### src/rtl/alu_ctrl_seq.sv
// alu_ctrl_seq: registered, handshaked ALU control decoder with multi-cycle MUL sequencing.
// Optional build macro ALU_CTRL_SHIFT_EN adds LSL/LSR decode.
module alu_ctrl_seq #(
    parameter int CTRL_W  = 4,
    parameter int MUL_LAT = 4
) (
    input  logic              clk,
    input  logic              reset,
    input  logic              in_valid,
    output logic              in_ready,
    input  logic [10:0]       funct,
    input  logic [1:0]        aluop,
    output logic              out_valid,
    input  logic              out_ready,
    output logic [CTRL_W-1:0] alucontrol,
    output logic              illegal,
    output logic              busy
);
    localparam int CW = $clog2(MUL_LAT + 1);
    localparam logic [10:0] F_ADD  = 11'b10001011000;
    localparam logic [10:0] F_SUB  = 11'b11001011000;
    localparam logic [10:0] F_AND  = 11'b10001010000;
    localparam logic [10:0] F_ORR  = 11'b10101010000;
    localparam logic [10:0] F_MUL  = 11'b10011011000;
    localparam logic [9:0]  F_ADDI = 10'b1001000100;
    localparam logic [9:0]  F_SUBI = 10'b1101000100;
`ifdef ALU_CTRL_SHIFT_EN
    localparam logic [10:0] F_LSL  = 11'b11010011011;
    localparam logic [10:0] F_LSR  = 11'b11010011010;
`endif

    typedef enum logic [1:0] {IDLE, MULTI, VALID} state_t;

    state_t        state, state_nx;
    logic [CW-1:0] cnt, cnt_nx;
    logic [3:0]    code_r, dec_code;
    logic          ill_r, dec_ill, dec_mul, accept;

    assign in_ready   = (state == IDLE) || (state == VALID && out_ready);
    assign accept     = in_valid && in_ready;
    assign out_valid  = state == VALID;
    assign busy       = state == MULTI;
    assign alucontrol = CTRL_W'(code_r);
    assign illegal    = ill_r;

    // Decode aluop/funct into the 4-bit control code; first match wins.
    always_comb begin
        dec_code = 4'b0000;
        dec_ill  = 1'b0;
        dec_mul  = 1'b0;
        if (aluop == 2'b00) dec_code = 4'b0010;
        else if (aluop == 2'b01) dec_code = 4'b0111;
        else if (aluop == 2'b10 && funct == F_ADD) dec_code = 4'b0010;
        else if (aluop == 2'b10 && funct == F_SUB) dec_code = 4'b0110;
        else if (aluop == 2'b10 && funct == F_AND) dec_code = 4'b0000;
        else if (aluop == 2'b10 && funct == F_ORR) dec_code = 4'b0001;
        else if (aluop == 2'b10 && funct == F_MUL) begin
            dec_code = 4'b1100;
            dec_mul  = 1'b1;
        end
        else if (aluop == 2'b10 && funct[10:1] == F_ADDI) dec_code = 4'b0010;
        else if (aluop == 2'b10 && funct[10:1] == F_SUBI) dec_code = 4'b0110;
`ifdef ALU_CTRL_SHIFT_EN
        else if (aluop == 2'b10 && funct == F_LSL) dec_code = 4'b1000;
        else if (aluop == 2'b10 && funct == F_LSR) dec_code = 4'b1001;
`endif
        else dec_ill = 1'b1;
    end

    // Next state: accept has priority; MULTI counts down and leaves on cnt==1.
    always_comb begin
        state_nx = state;
        cnt_nx   = cnt;
        if (accept) begin
            state_nx = (dec_mul && MUL_LAT > 1) ? MULTI : VALID;
            cnt_nx   = dec_mul ? CW'(MUL_LAT - 1) : cnt;
        end else if (state == MULTI) begin
            state_nx = (cnt == CW'(1)) ? VALID : MULTI;
            cnt_nx   = (cnt == CW'(1)) ? cnt : cnt - CW'(1);
        end else if (state == VALID && out_ready) begin
            state_nx = IDLE;
        end
    end

    // State, counter and result registers; results load only on accept.
    always_ff @(posedge clk or negedge reset) begin
        if (!reset) begin
            state  <= IDLE;
            cnt    <= '0;
            code_r <= 4'b0000;
            ill_r  <= 1'b0;
        end else begin
            state <= state_nx;
            cnt   <= cnt_nx;
            if (accept) begin
                code_r <= dec_code;
                ill_r  <= dec_ill;
            end
        end
    end
endmodule

### config.mk
export PLATFORM = sky130hd
export DESIGN_NAME = alu_ctrl_seq
export DESIGN_NICKNAME = d
export VERILOG_FILES = /design/src/rtl/alu_ctrl_seq.sv
export SDC_FILE = /design/constraint.sdc
export NUM_CORES = 1
export LEC_CHECK = 0
export ABC_AREA = 1
export CORE_MARGIN = 5
export CORE_UTILIZATION = 45
export DETAILED_ROUTE_END_ITERATION = 6
export PLACE_DENSITY = 0.83
export SLEW_MARGIN = 10
export SYNTH_ARGS = -nofsm -noshare
export SYNTH_HDL_FRONTEND = slang
export SYNTH_SLANG_ARGS = --single-unit
### constraint.sdc
create_clock -name clk -period 1.5 [get_ports clk]
set_input_delay 0.375 -clock clk [delete_from_list [all_inputs] [get_ports clk]]
set_output_delay 0.375 -clock clk [all_outputs]
set_load 0.01 [all_outputs]
# == After elaboration in Yosys (flattened, before gate mapping) ==
# Cells that the tools add are included.
# word_totals
out_inout_bits,8
input_bits,17
regBits,10
wordCells,68
# op_classes
n_addsub,1
mux,34
n_reduce_logical,15
n_eq_ne,14
# op_table
operator,n
"equality test 11 bit, second input constant",5
2-to-1 mux 4 bit,7
"equality test 10 bit, second input constant",2
2-to-1 mux 3 bit,6
2-to-1 mux 1 bit,16
2-to-1 mux 2 bit,5
logical AND 1 bit,9
"equality test 2 x 1 -> 1 bit, second input constant",2
"equality test 2 bit, second input constant",2
zero test 2 bit,2
"inequality test 2 bit, second input constant",2
"equality test 3 x 1 -> 1 bit, second input constant",1
AND reduction 3 bit,1
nonzero test 3 bit,1
"subtractor 3 x 1 -> 3 bit, second input constant",1
nonzero test 2 bit,1
logical OR 1 bit,1

# == Longest topological paths before layout ==
# logic_depth
word_depth,11
ltp_mapped,9
ltp_nobuf,9

# == Worst setup path after synthesis ==
# No wires, ideal clock.
# synth_path
path_kind,reg2reg
from,register cnt[1]
to,register cnt[0]
stages_incl_launch_ff,8
synth_period_minus_slack_ns,1.167
setup_ns,0.117
path_buffers,0
setup_slack_ns,0.333
required_time_ns,1.383
arrival_ns,1.050
path_cell_list,dfrtp_1 -> inv_1 -> ha_1 -> inv_1 -> o21ai_1 -> nand2_1 -> nand2_1 -> nand2_1
# synth_via
elab_chain_len,3
# synth_lines
item,line,source
start: declaration,35,"logic [CW-1:0] cnt, cnt_nx;"
start signal: assignment,94,cnt <= cnt_nx;
equality test 3 x 1 -> 1 bit,79,cnt_nx = (cnt == CW'(1)) ? cnt : cnt - CW'(1);
inequality test 2 bit (no line),n/a,
AND reduction 3 bit (no line),n/a,
# No other way between the ends.
# A chain may end at the register's enable or synchronous reset.

# == Worst setup path in the final report ==
# layout_path
from,input port funct[3]
to,register cnt[2]
# layout_via
elab_chain_len,11
word_cells_on_any_way,19
cone_classes,eq/ne (6); mux (7); reduce/logical (6)
# layout_lines
item,line,source
start: declaration,11,"input logic [10:0] funct,"
equality test 11 bit,57,else if (aluop == 2'b10 && funct == F_MUL) begin
logical AND 1 bit,57,
2-to-1 mux 1 bit,57,
2-to-1 mux 1 bit,56,else if (aluop == 2'b10 && funct == F_ORR) dec_code = 4'b0001;
2-to-1 mux 1 bit,55,else if (aluop == 2'b10 && funct == F_AND) dec_code = 4'b0000;
2-to-1 mux 1 bit,54,else if (aluop == 2'b10 && funct == F_SUB) dec_code = 4'b0110;
2-to-1 mux 1 bit (*),53,else if (aluop == 2'b10 && funct == F_ADD) dec_code = 4'b0010;
2-to-1 mux 1 bit (*),52,else if (aluop == 2'b01) dec_code = 4'b0111;
2-to-1 mux 1 bit (*),51,if (aluop == 2'b00) dec_code = 4'b0010;
inequality test 2 bit (no line) (*),n/a,
AND reduction 3 bit (no line) (*),n/a,
# Mark *: on every way between the ends. The rest lies on a longest branch, timed or not.

==> results.ini <==
[pwr]
clock_power_share_pct = 37.7
p_switching_mw = 0.150
p_sw_share_pct = 23.8
power.static_leakage_nw = 0.720
pwr-share-comb_pct = 19.5
seqPwrFrac_pct = 42.8
p_per_area_mw_per_mm2 = 509
intPower_mw = 0.480
ir_drop_mv = 0.509

[yosys]
synth_most_common_cell = nand2_1
netlist_area_um2 = 832
async_flop_share_pct = 100
yosysUniqueCellTypes = 20
synth_area_leaders = dfrtp_1, nand2_1, inv_1, nor2_1, nand3_1
syn_nets = 151
synth_warnings = 0
synth_ff_type = dfrtp_1
ys_seq_area_share_pct = 30.1
synthTopCellsByCount = nand2_1, inv_1, nor2_1, nand3_1, dfrtp_1
synth_edf_count = 0
syn-instance-count = 132
syn_avg_cell_area_um2 = 6.30
synth-seq-cells = 10
netlist.area_leader.share_pct = 30.1
yosysTopAreaCell = dfrtp_1

[global_routing]
met1_usage_pct = 18.5
first_global_vias = 902
grt_pass1_wl_um = 3550
globalRouteOverflowTotal = 0
global_route.usage.met3_pct = 4.51
gr-usage-met2_pct = 32.9
antenna_found_initial = 0
grt_usage_pct = 16.9
grt_max_degree = 11
busiest_layer = met2

[worst_setup_path]
required_ns = 1.66
start_kind = input pin
cp_max_fo = 6
worstSetupPathType = input pin to flip-flop
arrival_ns = 1.60
endpoint_kind = flip-flop

[timing]
setup_violations = 0
fin_crit_sh_pct = 96.5
finalCriticalPeriod_ns = 1.45
slew_headroom_pct = 70.5
skew_ns = 0.00113
drv_slew = 0
tightest_slew_ns = 0.441
hold_viol_final = 0
fmax_ghz = 0.691

[hold_path]
hp-class = input pin to async pin

[layout]
nets = 193
drive_above_1_share_pct = 23.7
postLayoutCoreUtil_pct = 70.8
n_antenna_cell = 0
area_growth_pct = 48.6
finalNonFillerCells = 198

[cts]
clockRootBuffer = clkbuf_4
tritoncts = done
cts_hold_buffers = 0
cts-buffers-inserted = 3
clockBufferDepth = 2
clock_sinks = 10
clkLatencyLatePin_ns = 0.26
cts_max_level = 1
clk_pin_slew_worst_paths_ns = 0.06

[placement]
hpwl_um = 1710
numPortBuffers = 24
gp_congestion = 0.833
dp.cells = 190

[routing]
drt_first_pass_iters = 4
drt_iter0_drc = 16
drc = 0
num_vias = 944
wl_um = 2130
wl_per_cell_um = 10.7
vias_per_cell = 4.77
ant_nets = 0

[outcome]
status = complete, no violations

[floorplan]
initial_core_util_pct = 47.7
dieHeight_um = 53
ios = 25
dieArea_mm2 = 0.00281
die_width_um = 53
coreArea_mm2 = 0.00175
rows = 15

[run]
cap_violations = 0

power by group through the flow:
stage | logic [mW] | registers (mW) | clock network, mW
global placement | 0.115 | 0.275 | 0
global route | 0.135 | 0.269 | 0.260
floorplan | 0.0415 | 0.275 | 0
finish | 0.123 | 0.270 | 0.237
detailed placement | 0.119 | 0.275 | 0
CTS | 0.120 | 0.270 | 0.247
per-layer routing:
metal	vias to the layer above	share of wire, %
li1	486	-
met1	434	39
met2	22	54
met3	2	5.9
met4	0	0.80
met5	-	0
kinds of logic after synthesis:
family | share of synthesized area, %
compound gates | 4.81
xor+xnor | 1.05
fa+ha+maj | 3.01
buf+inv | 11.3
flops | 30.1
simple gates | 49.8
final cells by class:
cell class / instances / area (µm²)
fill: 146 / 509
clock buffer: 4 / 36.3
tap: 25 / 31.3
sequential: 10 / 250
inverter: 25 / 93.8
timing repair buffer: 37 / 322
multi-input combinational: 97 / 503
stage by stage:
stage | setup TNS [ns] | total power, mW | setup WS [ns] | hold WS [ns] | instance area [µm²]
2_1_floorplan | 0 | 0.316 | 0.333 | 0.0794 | 832
3_3_place_gp | -2.28 | 0.389 | -0.408 | 0.465 | 1170
3_5_place_dp | -2.92 | 0.394 | -0.456 | 0.469 | 1170
4_1_cts | 0 | 0.637 | 0.00651 | 0.429 | 1220
5_1_grt | -0.0900 | 0.664 | -0.0294 | 0.451 | 1240
6_report | 0 | 0.630 | 0.0528 | 0.419 | 1240
critical path: stages:
cell	delay, ns
clkdlybuf4s50_1	0.50
inv_2	0.04
nor2_1	0.12
nand2_2	0.10
nor2_4	0.12
nand4_4	0.15
nand3_1	0.13
nand2_1	0.06
worst paths after layout:
| kind | from | endpoint | slack, ns | depth (start not counted) |
|---|---|---|---|---|
| setup / recovery | funct[3] | cnt[2]$_DFFE_PN0P_ | 0.05 | 8 |
| hold / removal | reset | cnt[2]$_DFFE_PN0P_ | 0.42 | 1 |
| setup reg to reg | state[0]$_DFFE_PN0P_ | cnt[2]$_DFFE_PN0P_ | 0.15 | 7 |
| hold reg to reg | illegal$_DFFE_PN0P_ | illegal$_DFFE_PN0P_ | 0.48 | 2 |
| max in group asynchronous | reset | alucontrol[2]$_DFFE_PN0P_ | 0.78 | 1 |
| min in group clk | illegal$_DFFE_PN0P_ | illegal$_DFFE_PN0P_ | 0.48 | 2 |
repair_timing:
item / 4_1_cts / 5_1_grt
buffers inserted: 2 / 3
gates resized for setup: 14 / 10
endpoints found under the setup margin: 13 / 10
pin swaps: 4 / 8
registers in the layout (all words and copies together), names as in the netlist:
signal and cells:
alucontrol 4, cnt 3, state 2, illegal 1
cell usage in the layout (no fill, tap or decap), types with 3 or more instances in the layout:
| cell type | n |
|---|---|
| buf_4 | 12 |
| clkbuf_2 | 3 |
| clkbuf_4 | 3 |
| clkdlybuf4s50_1 | 14 |
| dfrtp_1 | 10 |
| dlygate4sd2_1 | 6 |
| inv_1 | 18 |
| inv_2 | 7 |
| nand2_1 | 41 |
| nand2_2 | 4 |
| nand3_1 | 12 |
| nor2_1 | 17 |
| nor2_2 | 3 |
| nor2_4 | 5 |
(Power assumes the default switching activity.)
